**config.mk**
```make
export PLATFORM = sky130hd
export DESIGN_NAME = execute_muldiv
export DESIGN_NICKNAME = d
export VERILOG_FILES = /design/src/rtl/execute_muldiv.sv
export SDC_FILE = /design/constraint.sdc
export NUM_CORES = 1
export LEC_CHECK = 0
export CORE_MARGIN = 1.5
export CORE_UTILIZATION = 55
export CTS_BUF_LIST = sky130_fd_sc_hd__clkbuf_16
export DETAILED_ROUTE_END_ITERATION = 8
export HOLD_SLACK_MARGIN = 0.15
export PLACE_DENSITY_LB_ADDON = 0.08
export SYNTH_ARGS = -nofsm -noshare
export SYNTH_HDL_FRONTEND = slang
export SYNTH_SLANG_ARGS = --single-unit
```
**constraint.sdc**
```tcl
create_clock -name clk -period 3 [get_ports clk]
set_clock_uncertainty 0.1 [all_clocks]
set_input_delay 0.75 -clock clk [delete_from_list [all_inputs] [get_ports clk]]
set_output_delay 0.75 -clock clk [all_outputs]
set_load 0.005 [all_outputs]
```
**src/rtl/execute_muldiv.sv**
```systemverilog
`default_nettype none
// ============================================================================
// Module   : execute_muldiv
// Purpose  : Iterative RISC-V M-extension execute unit. One op in flight:
//            radix-2 shift-add multiply or restoring radix-2 divide, one bit
//            per cycle, followed by a sign-fixup cycle and a writeback cycle.
// Ports    : clk, Rst (sync, active-high), hold (pipeline freeze)
//            ID_EX_md_valid/op/rs1_fw/rs2_fw/rd : issue interface
//            md_busy                            : unit occupied, stall decode
//            EX_MEM_md_res/rd/regwrite          : registered writeback
// Revision : 1.0 - initial release
// ============================================================================
module execute_muldiv #(
  parameter int XLEN      = 32,
  parameter int REGADDR_W = 5,
  parameter int CNT_W     = $clog2(XLEN) + 1
) (
  input  logic                 clk,
  input  logic                 Rst,
  input  logic                 hold,
  input  logic                 ID_EX_md_valid,
  input  logic [2:0]           ID_EX_md_op,
  input  logic [XLEN-1:0]      ID_EX_rs1_fw,
  input  logic [XLEN-1:0]      ID_EX_rs2_fw,
  input  logic [REGADDR_W-1:0] ID_EX_rd,
  output logic                 md_busy,
  output logic [XLEN-1:0]      EX_MEM_md_res,
  output logic [REGADDR_W-1:0] EX_MEM_md_rd,
  output logic                 EX_MEM_md_regwrite
);

  typedef enum logic [1:0] {
    S_IDLE = 2'd0,
    S_CALC = 2'd1,
    S_FIX  = 2'd2,
    S_DONE = 2'd3
  } state_t;

  state_t                 r_state;
  logic [2:0]             r_op;
  logic [REGADDR_W-1:0]   r_rd;
  logic                   r_sa;
  logic                   r_sb;
  logic                   r_dz;
  logic                   r_ovf;
  logic [XLEN-1:0]        r_mag_a;
  logic [XLEN-1:0]        r_mag_b;
  // Multiply: {partial product high, multiplier shifting out low}.
  // Divide:   {partial remainder, dividend/quotient shifting left}.
  logic [2*XLEN-1:0]      r_prod;
  logic [CNT_W-1:0]       r_cnt;
  logic [XLEN-1:0]        r_result;
  logic                   r_busy;
  logic [XLEN-1:0]        r_res_out;
  logic [REGADDR_W-1:0]   r_rd_out;
  logic                   r_regwrite;

  // ---------------------------------------------------------------- decode
  logic            w_is_div;
  logic            w_sa;
  logic            w_sb;
  logic [XLEN-1:0] w_mag_a;
  logic [XLEN-1:0] w_mag_b;
  logic            w_dz;
  logic            w_ovf;

  always_comb begin
    w_is_div = ID_EX_md_op[2];
    w_sa     = (ID_EX_md_op == 3'd1) || (ID_EX_md_op == 3'd2) ||
               (ID_EX_md_op == 3'd4) || (ID_EX_md_op == 3'd6);
    w_sb     = (ID_EX_md_op == 3'd1) || (ID_EX_md_op == 3'd4) ||
               (ID_EX_md_op == 3'd6);
    w_sa     = w_sa && ID_EX_rs1_fw[XLEN-1];
    w_sb     = w_sb && ID_EX_rs2_fw[XLEN-1];
    // Negating the most-negative value yields itself, which is exactly its
    // unsigned magnitude, so no special case is needed here.
    w_mag_a  = w_sa ? (~ID_EX_rs1_fw + 1'b1) : ID_EX_rs1_fw;
    w_mag_b  = w_sb ? (~ID_EX_rs2_fw + 1'b1) : ID_EX_rs2_fw;
    w_dz     = w_is_div && (ID_EX_rs2_fw == '0);
    w_ovf    = w_is_div && !ID_EX_md_op[0] &&
               (ID_EX_rs1_fw == {1'b1, {(XLEN-1){1'b0}}}) &&
               (ID_EX_rs2_fw == '1);
  end

  // ---------------------------------------------------------- iteration step
  logic [XLEN:0]     w_sum;
  logic [2*XLEN-1:0] w_mul_next;
  logic [XLEN:0]     w_shift;
  logic              w_ge;
  logic [XLEN-1:0]   w_rem_next;
  logic [2*XLEN-1:0] w_div_next;

  always_comb begin
    w_sum      = {1'b0, r_prod[2*XLEN-1:XLEN]} + {1'b0, r_mag_a};
    w_mul_next = r_prod[0] ? {w_sum, r_prod[XLEN-1:1]}
                           : {1'b0, r_prod[2*XLEN-1:1]};
    w_shift    = {r_prod[2*XLEN-1:XLEN], r_prod[XLEN-1]};
    w_ge       = (w_shift >= {1'b0, r_mag_b});
    // When the trial subtract succeeds the difference is below the divisor,
    // so the truncated XLEN-bit subtraction is exact.
    w_rem_next = w_ge ? (w_shift[XLEN-1:0] - r_mag_b) : w_shift[XLEN-1:0];
    w_div_next = {w_rem_next, r_prod[XLEN-2:0], w_ge};
  end

  // --------------------------------------------------------------- sign fix
  logic [2*XLEN-1:0] w_prod_s;
  logic [XLEN-1:0]   w_quo_s;
  logic [XLEN-1:0]   w_rem_s;
  logic [XLEN-1:0]   w_a_raw;
  logic [XLEN-1:0]   w_fix_res;

  always_comb begin
    w_prod_s = (r_sa ^ r_sb) ? (~r_prod + 1'b1) : r_prod;
    w_quo_s  = (r_sa ^ r_sb) ? (~r_prod[XLEN-1:0] + 1'b1) : r_prod[XLEN-1:0];
    w_rem_s  = r_sa ? (~r_prod[2*XLEN-1:XLEN] + 1'b1) : r_prod[2*XLEN-1:XLEN];
    w_a_raw  = r_sa ? (~r_mag_a + 1'b1) : r_mag_a;
    case (r_op)
      3'd0:                w_fix_res = w_prod_s[XLEN-1:0];
      3'd1, 3'd2, 3'd3:    w_fix_res = w_prod_s[2*XLEN-1:XLEN];
      3'd4, 3'd5:          w_fix_res = w_quo_s;
      default:             w_fix_res = w_rem_s;
    endcase
    if (r_dz) begin
      w_fix_res = r_op[1] ? w_a_raw : '1;
    end else if (r_ovf) begin
      // Overflow quotient equals the dividend, whose magnitude is itself.
      w_fix_res = r_op[1] ? '0 : r_mag_a;
    end
  end

  // -------------------------------------------------------------------- FSM
  always_ff @(posedge clk) begin
    if (Rst) begin
      r_state    <= S_IDLE;
      r_op       <= '0;
      r_rd       <= '0;
      r_sa       <= 1'b0;
      r_sb       <= 1'b0;
      r_dz       <= 1'b0;
      r_ovf      <= 1'b0;
      r_mag_a    <= '0;
      r_mag_b    <= '0;
      r_prod     <= '0;
      r_cnt      <= '0;
      r_result   <= '0;
      r_busy     <= 1'b0;
      r_res_out  <= '0;
      r_rd_out   <= '0;
      r_regwrite <= 1'b0;
    end else if (hold) begin
      // Everything freezes; the writeback strobe is dropped so a pulse that
      // meets a freeze is never presented a second time.
      r_regwrite <= 1'b0;
    end else begin
      case (r_state)
        S_IDLE: begin
          r_regwrite <= 1'b0;
          if (ID_EX_md_valid) begin
            r_op    <= ID_EX_md_op;
            r_rd    <= ID_EX_rd;
            r_sa    <= w_sa;
            r_sb    <= w_sb;
            r_dz    <= w_dz;
            r_ovf   <= w_ovf;
            r_mag_a <= w_mag_a;
            r_mag_b <= w_mag_b;
            r_prod  <= {{XLEN{1'b0}}, (w_is_div ? w_mag_a : w_mag_b)};
            r_cnt   <= CNT_W'(XLEN);
            r_busy  <= 1'b1;
            r_state <= (w_dz || w_ovf) ? S_FIX : S_CALC;
          end
        end
        S_CALC: begin
          r_prod <= r_op[2] ? w_div_next : w_mul_next;
          r_cnt  <= r_cnt - 1'b1;
          if (r_cnt == CNT_W'(1)) begin
            r_state <= S_FIX;
          end
        end
        S_FIX: begin
          r_result <= w_fix_res;
          r_state  <= S_DONE;
        end
        default: begin
          r_res_out  <= r_result;
          r_rd_out   <= r_rd;
          r_regwrite <= 1'b1;
          r_busy     <= 1'b0;
          r_state    <= S_IDLE;
        end
      endcase
    end
  end

  assign md_busy            = r_busy;
  assign EX_MEM_md_res      = r_res_out;
  assign EX_MEM_md_rd       = r_rd_out;
  assign EX_MEM_md_regwrite = r_regwrite;

endmodule
`default_nettype wire

```
==> qor.csv <==
stage,metric,value,unit
worst_hold_path,hold_path_class,reg2reg,
placed_design,gp_congestion,1.05,
logic_synthesis,synthCells,2465,
drt,drcViolationCount,0,
logic_synthesis,synth_edf_count,0,
grt,grt_usage,0.454,
layout,multi_input_area,14000,um^2
sta,setup_viol,49,
grt,grt_max_degree,117,
floorplan,num_rows,66,
floorplan,coreArea,32400,um^2
placed_design,port_buffers,114,
logic_synthesis,async_flop_share,0,
floorplan,start_util,0.557,
clock_tree,cts_max_path_buffers,3,
layout,final_common_cell,buf_4,
clock_tree,clock-sinks,219,
worst_setup_path,startpoint_type,flop,
worst_setup_path,worst_ep_arrival_time,3.72,ns
layout,final_cell_mix,"528 x buf_4, 279 x nand2_1, 226 x a21oi_1, 213 x nor2_1, 199 x dfxtp_1",
floorplan,die_area,33900,um^2
layout,fin_util,0.795,
worst_setup_path,cpPeakStageDelay,0.58,ns
grt,grt_overflow,0,
sta,setup_tns,-6.33,ns
power,power.total,11100,uW
drt,drtIter0Drc,2613,
worst_setup_path,path_buf_inv,3,
sta,finalCritPeriodShare,1.12,
clock_tree,path_clk_slew,0.06,ns
flow_run,drv_cap,0,
sta,timing.fmax,297,MHz
worst_setup_path,crit_path_end_kind,flop,
layout,fill_cells,2209,
clock_tree,h-tree-depth,1,
clock_tree,hold_buffers,0,
worst_setup_path,crit_path_top_delay_cell,or4b_4,
outcome,status,finished with violations,
grt,first_global_vias,20973,
drt,top_layer,met5,
logic_synthesis,synthFlopType,dfxtp_1,
drt,drt-met1-wl,30100,um
power,p_per_area,430,nW/um^2
power,p_leak,0.0104,uW
sta,maxSlewViolCount,0,
floorplan,ioPinCount,115,
logic_synthesis,ys_warn_count,0,
worst_setup_path,crit_required,3.36,ns
power,peakVddDrop,0.000549,V
clock_tree,cts_tree,done,
drt,met3WireLength,9260,um
worst_setup_path,crit_fanout,5,
outcome,failed_checks,negative setup slack,
drt,dr.pass1.iters,7,
layout,drive_gt1_frac,0.296,
drt,wire_per_inst,23.6,um
worst_setup_path,path_depth,10,
sta,fin_ws,-0.368,ns
logic_synthesis,yosys_register_bits,219,
drt,wl_met2,35800,um
layout,fin_nets,3137,
grt,antenna_found_initial,3,
layout,finalInstanceArea,25700,um^2
clock_tree,cts_made_buffers,26,
clock_tree,clk_latency,0.58,ns
worst_setup_path,crit_family,simple AND/OR/NAND/NOR gates,
sta,relSlewSlack,0.219,
sta,grt_setup_unrepaired,true,
layout,area_growth,42.7,%
worst_hold_path,hold_path_depth,2,
worst_setup_path,critPathKind,reg2reg,
drt,routed_wl,81500,um
grt,grt_pass1_wl,118000,um
sta,worst_pin_slew,1.17,ns
clock_tree,cts_root_buf,clkbuf_16,
placed_design,place_ws,-0.606,ns
worst_setup_path,reg2regPathDepth,10,
logic_synthesis,synth_cell_types,78,
logic_synthesis,seq_area_frac_synth,0.243,
logic_synthesis,synth_area,18000,um^2
floorplan,dieWidth,184,um
drt,final_antenna_net_count,0,
floorplan,die_y,184,um
sta,hold_viol,0,
drt,vias_per_cell,6.48,
placed_design,hpwl,59700,um
drt,vias,22340,
placed_design,place_area,23200,um^2
sta,finalCriticalPeriod,3.37,ns
logic_synthesis,synth.avg_cell_area,7.31,um^2
worst_setup_path,critical_path.cell_chain,"or4_4, or4_4, or4b_4, buf_12, buf_6, buf_6, o41ai_4, xor2_1, o221ai_2, a32o_1",
logic_synthesis,syn_nets,2619,
layout,seq_area,4410,um^2
per-stage QoR:
stage	std cells	hold slack (ns)
after global placement	3364	0.336
after global routing	3445	0.375
after detailed placement	3364	0.339
after CTS	3433	0.350
after floorplan	2465	0.325
final	3447	0.354
worst paths after layout:
check,from,to,slack [ns]
worst max register to register,r_prod[2],r_result[25],-0.37
worst min register to register,r_result[22],EX_MEM_md_res[22],0.35
worst max-delay path,r_prod[2],r_result[25],-0.37
worst min-delay path,r_result[22],EX_MEM_md_res[22],0.35
worst register-to-register path: stages, from the launching register on:
cell      delay (ns)
dfxtp_2         0.32
or4_4           0.53
or4_4           0.44
or4b_4          0.58
buf_12          0.17
buf_6           0.13
buf_6           0.13
o41ai_4         0.23
xor2_1          0.25
o221ai_2        0.14
a32o_1          0.24
kinds of logic after synthesis:
| group | after synthesis | share of synthesized area |
|---|---|---|
| mux | 64 | 0.0369 |
| flops | 219 | 0.243 |
| buf+inv | 263 | 0.0566 |
| xor+xnor | 220 | 0.107 |
| fa+ha+maj | 78 | 0.0550 |
| compound gates | 813 | 0.295 |
| simple gates | 808 | 0.207 |
sequential cells by signal, indices dropped and copies added, names as in the netlist:
| signal | cells |
|---|---|
| r_op | 3 |
| EX_MEM_md_rd | 5 |
| r_dz | 1 |
| EX_MEM_md_regwrite | 1 |
| EX_MEM_md_res | 32 |
| r_mag_a | 32 |
| r_cnt | 6 |
| md_busy | 1 |
| r_prod | 64 |
| r_result | 32 |
| r_sa | 1 |
| r_sb | 1 |
| r_state | 2 |
| r_ovf | 1 |
| r_rd | 5 |
| r_mag_b | 32 |
power breakdown:
group / internal, uW / switching [uW]
sequential: 3090 / 200
clock: 1860 / 1420
combinational: 1960 / 2530
total: 6910 / 4160
metal layers:
metal | global-route usage | vias to the layer above
met1 | 0.542 | 10427
met5 | 0 | -
li1 | - | 9997
met4 | 0.288 | 4
met3 | 0.123 | 396
met2 | 0.720 | 1516
what timing repair did:
action                     in CTS  in global routing
gates resized for setup       133                214
cloned                          1                  1
pin swaps                      69                132
buffers inserted               24                 16
setup endpoints to repair      64                 88
synth_stat cells (21+ instances only):
cell type | count | area share
o211ai_1 | 21 | 0.0087
nor3_1 | 60 | 0.017
nor2_1 | 228 | 0.047
o21ai_0 | 133 | 0.037
a21oi_1 | 255 | 0.071
a211oi_1 | 113 | 0.047
nand3_1 | 39 | 0.011
inv_1 | 71 | 0.015
dfxtp_1 | 219 | 0.24
a22o_1 | 22 | 0.011
nor4_1 | 30 | 0.010
clkbuf_1 | 163 | 0.034
mux2i_1 | 45 | 0.025
xnor2_1 | 110 | 0.053
ha_1 | 76 | 0.053
xor2_1 | 110 | 0.053
nand2_1 | 289 | 0.060
o31ai_1 | 40 | 0.017
or3_1 | 22 | 0.0076
a31oi_1 | 31 | 0.011
a21o_1 | 30 | 0.012
area by class of cell:
type	instances	area share
multi-input combinational	1983	0.543
timing repair buffer	680	0.219
sequential	219	0.172
clock buffer	26	0.0253
tap	442	0.0215
inverter	73	0.0109
clock inverter	22	0.00885
antenna	2	0.000195
Power figures use the tool's default switching activity.
==> variant (same settings) <==
Reset style: asynchronous (`Rst`), changed in one clocked block.
--- a/src/rtl/execute_muldiv.sv
+++ b/src/rtl/execute_muldiv.sv
@@ -129,7 +129,7 @@
   end
 
   // -------------------------------------------------------------------- FSM
-  always_ff @(posedge clk) begin
+  always_ff @(posedge clk or posedge Rst) begin
     if (Rst) begin
       r_state    <= S_IDLE;
       r_op       <= '0;
Behaviour: differs if Rst is asserted again (counterexample within 4 cycles, from zero or initial values and one cycle with Rst high); with Rst held inactive, the same outputs for 4 cycles.
==> variant against the unedited design <==
The run still ends with negative setup slack left. Routed wire length decreased by 3.3%. Die area increased by 3.5%. Fmax decreased by 4.4%. Sequential cell count unchanged. Setup slack got worse by 0.16 ns. Synthesized area increased by 3.5%. Non-clock buffer count increased by 19. First-iteration DRC count increased by 0.38%. Cell area increased by 3.6%. Synthesized cell count decreased by 5.6%. Critical path type unchanged.
Power is left out: it rests on default switching activity, and per cell area and clock period it moved more than threefold.
==> variant: results (changes against the unedited design) <==
drt first-iter violations: 2623 (was 2613)
Hold Path Sink: r_rd[4] (was EX_MEM_md_res[22])
Post-synth ARST share: 1.00 (was 0)
worst stage delay on the critical path: 0.48 ns (was 0.58 ns)
DR pass1 iterations: 9 (was 7)
metal3 WL: 8460 microns (was 9260 microns)
pin count of the biggest net entering global routing: 94 (was 117)
Worst-Skew Late Latency: 0.56 ns (was 0.58 ns)
CP arrival: 3.85 ns (was 3.72 ns)
ANT cells: 1 (was 2)
share of cells above drive strength 1: 0.321 (was 0.296)
met3 Resource Use GR: 0.0957 (was 0.123)
met2 usage: 0.675 (was 0.720)
Setup WS post-layout: -0.525 ns (was -0.368 ns)
final wirelength: 78800 microns (was 81500 microns)
Final nets: 3036 (was 3137)
Finish-stage setup viols: 61 (was 49)
commonest cells in the netlist: 250 x nand2_1, 219 x dfrtp_1, 216 x a21oi_1 (was 289 x nand2_1, 255 x a21oi_1, 228 x nor2_1)
number of non-clock buffers in the layout: 699 (was 680)
detailed placement HPWL: 59000 microns (was 59700 microns)
Post-Synth XOR/XNOR Area: 0.0990 (was 0.107)
mux share of post-synthesis cell area: 0.0796 (was 0.0369)
Hold Crit Start: r_rd[4] (was r_result[22])
buffering overhead: 0.222 (was 0.219)
slew margin rel.: 0.457 (was 0.219)
Critical Path Start: r_prod[32] (was r_prod[2])
post-synthesis compound-gate area fraction: 0.250 (was 0.295)
grt met1 use: 0.547 (was 0.542)
global-route wire length before repair: 117000 microns (was 118000 microns)
top cells by area, synth: dfrtp_1 29%, xnor2_1 6.0%, a21oi_1 5.8% (was dfxtp_1 24%, a21oi_1 7.1%, nand2_1 6.0%)
worst setup path end: r_result[22] (was r_result[25])
Mapped Nets: 2482 (was 2619)
met2 WL post-DR: 35000 microns (was 35800 microns)
Reg area: 0.00549 sq mm (was 0.00441 sq mm)
DRT antenna net count: 0 (unchanged)
Top FF cell, synth: dfrtp_1 (was dfxtp_1)
highest metal used: met4 (was met5)
Worst path slowest cell: or4_4 (was or4b_4)
total CTS buffers: 25 (was 26)
gr usage total: 0.430 (was 0.454)
status: complete, but fails checks (unchanged)
r2r worst-path depth: 12 (was 10)
Multi-In Gates: 1868 (was 1983)
multi-input logic area: 0.0136 sq mm (was 0.0140 sq mm)
Layout clock area frac: 0.0300 (was 0.0341)
Non-Clock Inverter Count: 69 (was 73)
CP max FO: 3 (was 5)
routed length on met1: 29800 microns (was 30100 microns)
post-synthesis sequential area ratio: 0.294 (was 0.243)
Post-Synth Adder-Cell Area: 0.0531 (was 0.0550)
fillers: 2190 (was 2209)
failing checks: negative setup slack (unchanged)
variant: cell types whose count changed after synthesis, moves of 23 or more:
cell      change
dfxtp_1     -219
xor2_1       -26
a211oi_1     -83
o21ai_0      +69
nor3_1       -23
mux2i_1      +36
dfrtp_1     +219
nand2_1      -39
nor2_1       -42
a21oi_1      -39
mux2_2       +41
variant: stage by stage:
step	instances	hold slack [ns]	worst slack (ns)	instance area (sq um)	setup TNS, ns
floorplan	2328	0.340	-0.704	19000	-159.77
global placement	3257	0.352	-0.750	24300	-39.55
detailed placement	3257	0.362	-0.825	24300	-48.75
CTS	3313	0.376	-0.498	25700	-17.97
global route	3346	0.398	-0.650	26600	-25.70
finish	3347	0.369	-0.525	26600	-18.59
variant: timing repair:
item | in CTS | in global routing
hold buffers | 0 | 0
buffers inserted | 12 | 35
gates cloned | 2 | 0
setup endpoints to repair | 72 | 78
gates resized for setup | 110 | 154
pin swaps | 74 | 120
